[src/rtl/fb_rd_stream.sv]
// rtl/fb_rd_stream.sv - frame-buffer scan-out reader with 2-entry skid buffer (optional FB_RD_LINE_MARKER_EN)
module fb_rd_stream #(
    parameter int DATA_WIDTH = 16,
    parameter int ADDR_WIDTH = 3,
    parameter int FRAME_LEN  = 8,
    parameter int LINE_LEN   = 4
) (
    input  logic                  clk,
    input  logic                  reset,
    input  logic                  start,
    input  logic [ADDR_WIDTH-1:0] base_addr,
    output logic                  busy,
    output logic                  done,
    output logic                  mem_rd_en,
    output logic [ADDR_WIDTH-1:0] mem_rd_addr,
    input  logic [DATA_WIDTH-1:0] mem_rd_data,
    output logic [DATA_WIDTH-1:0] out_data,
    output logic                  out_valid,
    input  logic                  out_ready,
`ifdef FB_RD_LINE_MARKER_EN
    output logic                  out_sol,
    output logic                  out_eol,
`endif
    output logic                  out_sof,
    output logic                  out_eof
);
    localparam logic [ADDR_WIDTH-1:0] LAST_IDX = ADDR_WIDTH'(FRAME_LEN - 1);

    typedef enum logic [1:0] {IDLE, RUN, DRAIN} state_t;

    state_t                state_q, state_d;
    logic [ADDR_WIDTH-1:0] base_q, base_d;
    logic [ADDR_WIDTH-1:0] cnt_q, cnt_d;
    logic                  inflight_q, inflight_d;
    logic [ADDR_WIDTH-1:0] fl_idx_q, fl_idx_d;
    logic                  done_q, done_d;
    logic [DATA_WIDTH-1:0] buf_data_q [2];
    logic [DATA_WIDTH-1:0] buf_data_d [2];
    logic [ADDR_WIDTH-1:0] buf_idx_q [2];
    logic [ADDR_WIDTH-1:0] buf_idx_d [2];
    logic                  wr_ptr_q, wr_ptr_d;
    logic                  rd_ptr_q, rd_ptr_d;
    logic [1:0]            occ_q, occ_d;

    logic                  push, pop, issue;
    logic [2:0]            used;
    logic [ADDR_WIDTH-1:0] head_idx;

    always_ff @(posedge clk or negedge reset) begin
        if (!reset) begin
            state_q    <= IDLE;
            base_q     <= '0;
            cnt_q      <= '0;
            inflight_q <= 1'b0;
            fl_idx_q   <= '0;
            done_q     <= 1'b0;
            wr_ptr_q   <= 1'b0;
            rd_ptr_q   <= 1'b0;
            occ_q      <= 2'd0;
            for (int i = 0; i < 2; i++) begin
                buf_data_q[i] <= '0;
                buf_idx_q[i]  <= '0;
            end
        end else begin
            state_q    <= state_d;
            base_q     <= base_d;
            cnt_q      <= cnt_d;
            inflight_q <= inflight_d;
            fl_idx_q   <= fl_idx_d;
            done_q     <= done_d;
            wr_ptr_q   <= wr_ptr_d;
            rd_ptr_q   <= rd_ptr_d;
            occ_q      <= occ_d;
            for (int i = 0; i < 2; i++) begin
                buf_data_q[i] <= buf_data_d[i];
                buf_idx_q[i]  <= buf_idx_d[i];
            end
        end
    end

    // A read may issue only if its returning word is sure to find a free slot,
    // counting the word leaving the buffer this cycle.
    always_comb begin
        pop   = out_valid & out_ready;
        push  = inflight_q;
        used  = {1'b0, occ_q} + {2'b00, inflight_q} - {2'b00, pop};
        issue = (state_q == RUN) && (used <= 3'd1);
    end

    always_comb begin
        state_d = state_q;
        base_d  = base_q;
        cnt_d   = cnt_q;
        done_d  = 1'b0;
        case (state_q)
            IDLE: begin
                if (start) begin
                    base_d  = base_addr;
                    cnt_d   = '0;
                    state_d = RUN;
                end
            end
            RUN: begin
                if (issue) begin
                    cnt_d = cnt_q + 1'b1;
                    if (cnt_q == LAST_IDX) state_d = DRAIN;
                end
            end
            DRAIN: begin
                // Leave on the edge that removes the final word so done lines up with it.
                if (!inflight_q && (occ_q - {1'b0, pop}) == 2'd0) begin
                    state_d = IDLE;
                    done_d  = 1'b1;
                end
            end
            default: state_d = IDLE;
        endcase
    end

    always_comb begin
        inflight_d = issue;
        fl_idx_d   = issue ? cnt_q : fl_idx_q;
        buf_data_d = buf_data_q;
        buf_idx_d  = buf_idx_q;
        if (push) begin
            buf_data_d[wr_ptr_q] = mem_rd_data;
            buf_idx_d[wr_ptr_q]  = fl_idx_q;
        end
        wr_ptr_d = wr_ptr_q ^ push;
        rd_ptr_d = rd_ptr_q ^ pop;
        occ_d    = occ_q + {1'b0, push} - {1'b0, pop};
    end

    always_comb begin
        busy        = (state_q != IDLE);
        done        = done_q;
        mem_rd_en   = issue;
        mem_rd_addr = base_q + cnt_q;
        out_valid   = (occ_q != 2'd0);
        out_data    = buf_data_q[rd_ptr_q];
        head_idx    = buf_idx_q[rd_ptr_q];
        out_sof     = out_valid && (head_idx == '0);
        out_eof     = out_valid && (head_idx == LAST_IDX);
`ifdef FB_RD_LINE_MARKER_EN
        out_sol     = out_valid && ((int'(head_idx) % LINE_LEN) == 0);
        out_eol     = out_valid && ((int'(head_idx) % LINE_LEN) == LINE_LEN - 1);
`endif
    end
endmodule
[config.mk]
export PLATFORM = sky130hd
export DESIGN_NAME = fb_rd_stream
export DESIGN_NICKNAME = d
export VERILOG_FILES = /design/src/rtl/fb_rd_stream.sv
export SDC_FILE = /design/constraint.sdc
export NUM_CORES = 1
export LEC_CHECK = 0
export CORE_AREA = 2 2 76 78
export CTS_BUF_LIST = sky130_fd_sc_hd__clkbuf_2
export CTS_CLUSTER_DIAMETER = 30
export DETAILED_ROUTE_END_ITERATION = 12
export DIE_AREA = 0 0 78 80
export PLACE_DENSITY = 0.86
export SETUP_SLACK_MARGIN = 0.5
export SLEW_MARGIN = 20
export SYNTH_ARGS = -nofsm -noshare
export SYNTH_HDL_FRONTEND = slang
export SYNTH_SLANG_ARGS = --single-unit
[constraint.sdc]
create_clock -name clk -period 2.4 [get_ports clk]
set_input_delay 0.48 -clock clk [delete_from_list [all_inputs] [get_ports clk]]
set_output_delay 0.48 -clock clk [all_outputs]
set_load 0.1 [all_outputs]
==> flow_metrics.env <==
export IMPL_cts_sinks=55
export IMPL_overflow=0
export IMPL_grt_pass1_vias=1876
export IMPL_failed_checks="negative setup slack"
export IMPL_syn_area_um2=2510
export IMPL_grt_max_degree=34
export IMPL_fin_crit_ns=2.93
export IMPL_seq_area_frac_synth=0.549
export IMPL_pre_cts_ws_ns=-0.552
export IMPL_fin_crit_sh=1.22
export IMPL_yosys_cell_count_top_type="mux2_2"
export IMPL_die_y_um=80
export IMPL_path_buf_inv=1
export IMPL_hold_violations=0
export IMPL_finalWirelength_um=5490
export IMPL_drive_gt1_frac=0.575
export IMPL_path_clk_slew_ns=0.25
export IMPL_vias_per_cell=5.23
export IMPL_syn_num_nets=208
export IMPL_finClkSkew_ns=0.0167
export IMPL_worst_pin_slew_ns=0.540
export IMPL_synth_edf_count=0
export IMPL_wl_per_cell_um=16.9
export IMPL_outcome="finished, violations left"
export IMPL_htree_levels=2
export IMPL_clk_latency_ns=0.43
export IMPL_max_cap_viol_count=0
export IMPL_ys_ff_latch=55
export IMPL_dpl_hpwl_um=3400
export IMPL_synth_cell_types=32
export IMPL_via_count=1694
export IMPL_max_stage_delay_ns=0.50
export IMPL_io_pins=48
export IMPL_cts_tree="yes"
export IMPL_start_kind="flip-flop"
export IMPL_cts_buffer_depth=2
export IMPL_cp_slowest_cell="dfrtp_2"
export IMPL_postSynth_asyncResetShare=1.00
export IMPL_synth_flop_cell="dfrtp_1"
export IMPL_grt_util_all_layers=0.194
export IMPL_synthTopCellsByCount="56 x mux2_2, 55 x dfrtp_1, 10 x inv_1, 7 x ha_1"
export IMPL_gp_congestion=0.757
export IMPL_reg2reg_slack_ns=-0.14
export IMPL_synth_area_top_cells="dfrtp_1 55%, mux2_2 25%, ha_1 3.5%"
export IMPL_endpoint_kind="primary output"
export IMPL_worstHoldPathType="in -> async"
export IMPL_cts_buffers=5
export IMPL_slew_viol_final=0
export IMPL_diodes=0
export IMPL_cp_max_fo=3
export IMPL_core_area_um2=5410
export IMPL_rows=27
export IMPL_die_area_um2=6240
export IMPL_cts_root_buffer="clkbuf_2"
export IMPL_grt_pass1_wl_um=9250
export IMPL_cp_top_family="simple AND/OR/NAND/NOR gates"
export IMPL_area_growth_pct=50.1
export IMPL_drt_first_pass_iters=4
export IMPL_drc_errors=0
export IMPL_final_cells=324
export IMPL_antenna_found_initial=0
export IMPL_cp_cell_sequence="nand3b_1 > nand2_1 > ha_2 > fa_1 > and2b_1 > and3b_2 > buf_12"
export IMPL_drtIter0Drc=41
export IMPL_timing_final_ws_setup_ns=-0.534
export IMPL_ant_nets=0
export IMPL_clock_fmax_mhz=341
export IMPL_fin_setup_tns_ns=-1.33
export IMPL_synth_top_area_share=0.549
export IMPL_die_x_um=78
export IMPL_initial_core_util=0.464
export IMPL_arrival_ns=2.45
export IMPL_syn_avg_cell_area_um2=14.2
export IMPL_dpl_cell_count=301
export IMPL_critical_path_class="reg -> out"
export IMPL_port_buffers=47
export IMPL_syn_instance_count=176
export IMPL_nNetsFinal=283
export IMPL_required_ns=1.92
export IMPL_finalSetupViolations=8
export IMPL_rsz0062_at_grt="yes"
export IMPL_yosysTopAreaCell="dfrtp_1"
export IMPL_ys_warn_count=0
export IMPL_relSlewSlack=0.640
[final cells by class]
cell class              count  area, um^2
fillers                   377        1640
flip-flops and latches     55        1380
multi-input cells         104        1240
repair buffers             75         968
well taps                  72        90.1
inverters                  10        41.3
clock buffers               5        25.0
clock inverters             3        15.0
[cell families after synthesis]
kind of cell               share of synthesized area
buffers and inverters                         0.0304
adders and majority gates                     0.0509
and+or+nand+nor                               0.0464
AOI/OAI and AO/OA                             0.0329
xor gates and xnor gates                      0.0170
DFF                                            0.549
muxes                                          0.273
[what timing repair did]
| item | in CTS | in global routing |
|---|---|---|
| cloned | 0 | 0 |
| buffers inserted | 10 | 4 |
| pin swaps | 5 | 3 |
| hold buffers | 1 | 0 |
| hold endpoints to repair | 22 | 0 |
| gates resized for setup | 50 | 9 |
| setup endpoints to repair | 33 | 33 |
[worst register-to-register path, cell delays in order, from the launching register on]
cell      delay, ns
dfrtp_2        0.47
nand3b_1       0.13
nand2_1        0.08
ha_2           0.18
fa_1           0.49
and2b_1        0.21
and3b_2        0.24
buf_4          0.14
buf_6          0.10
buf_6          0.12
a221o_2        0.32
[metrics by stage]
stage / utilization / instance area (um^2) / hold WS, ns
floorplan: - / 2560 / 0.184
global placement: 0.625 / 3380 / 0.478
detailed placement: 0.625 / 3380 / 0.487
CTS: 0.684 / 3700 / 0.481
global route: 0.697 / 3760 / 0.543
finish: 0.697 / 3760 / 0.525
[placed cells by master, fill, tap and decap left out, types with 2 or more instances in the layout]
| cell type | count |
|---|---|
| ha_1 | 5 |
| mux2_2 | 40 |
| nand2b_1 | 2 |
| inv_1 | 7 |
| nand2_1 | 2 |
| dfrtp_1 | 51 |
| o21ai_0 | 2 |
| nor2_4 | 2 |
| buf_4 | 18 |
| a221oi_1 | 2 |
| clkinvlp_4 | 2 |
| buf_6 | 7 |
| nor2_1 | 2 |
| clkinv_1 | 2 |
| buf_12 | 25 |
| dfrtp_2 | 4 |
| clkdlybuf4s50_1 | 20 |
| a221o_2 | 2 |
| buf_8 | 2 |
| clkbuf_2 | 5 |
| mux2_4 | 19 |
| inv_2 | 2 |
[flip-flops by register name, indices dropped and copies added, names as in the netlist, 2 cells and up]
register,flops
cnt_q,3
state_q,2
base_q,3
buf_data_q,32
fl_idx_q,3
occ_q,2
buf_idx_q,6
[path summary, 6_finish.rpt]
kind	start	endpoint	depth (start not counted)
setup / recovery	occ_q[0]	mem_rd_en	7
setup reg to reg	occ_q[0]	cnt_q[2]	10
hold reg to reg	buf_data_q[24]	buf_data_q[24]	1
hold / removal	reset	buf_data_q[16]	2
max in group asynchronous	reset	rd_ptr_q	3
min in group clk	buf_data_q[24]	buf_data_q[24]	1
[metal layers]
| metal | up-vias | global-route usage | part of all wire |
|---|---|---|---|
| met2 | 38 | 0.357 | 0.57 |
| met1 | 869 | 0.221 | 0.38 |
| li1 | 777 | - | - |
| met4 | 0 | 0.0702 | 0.019 |
| met3 | 10 | 0.0441 | 0.036 |
| met5 | - | 0 | 0 |
Power is not shown: default switching activity piles up to over one toggle a cycle in this logic, so the estimate is an artifact.
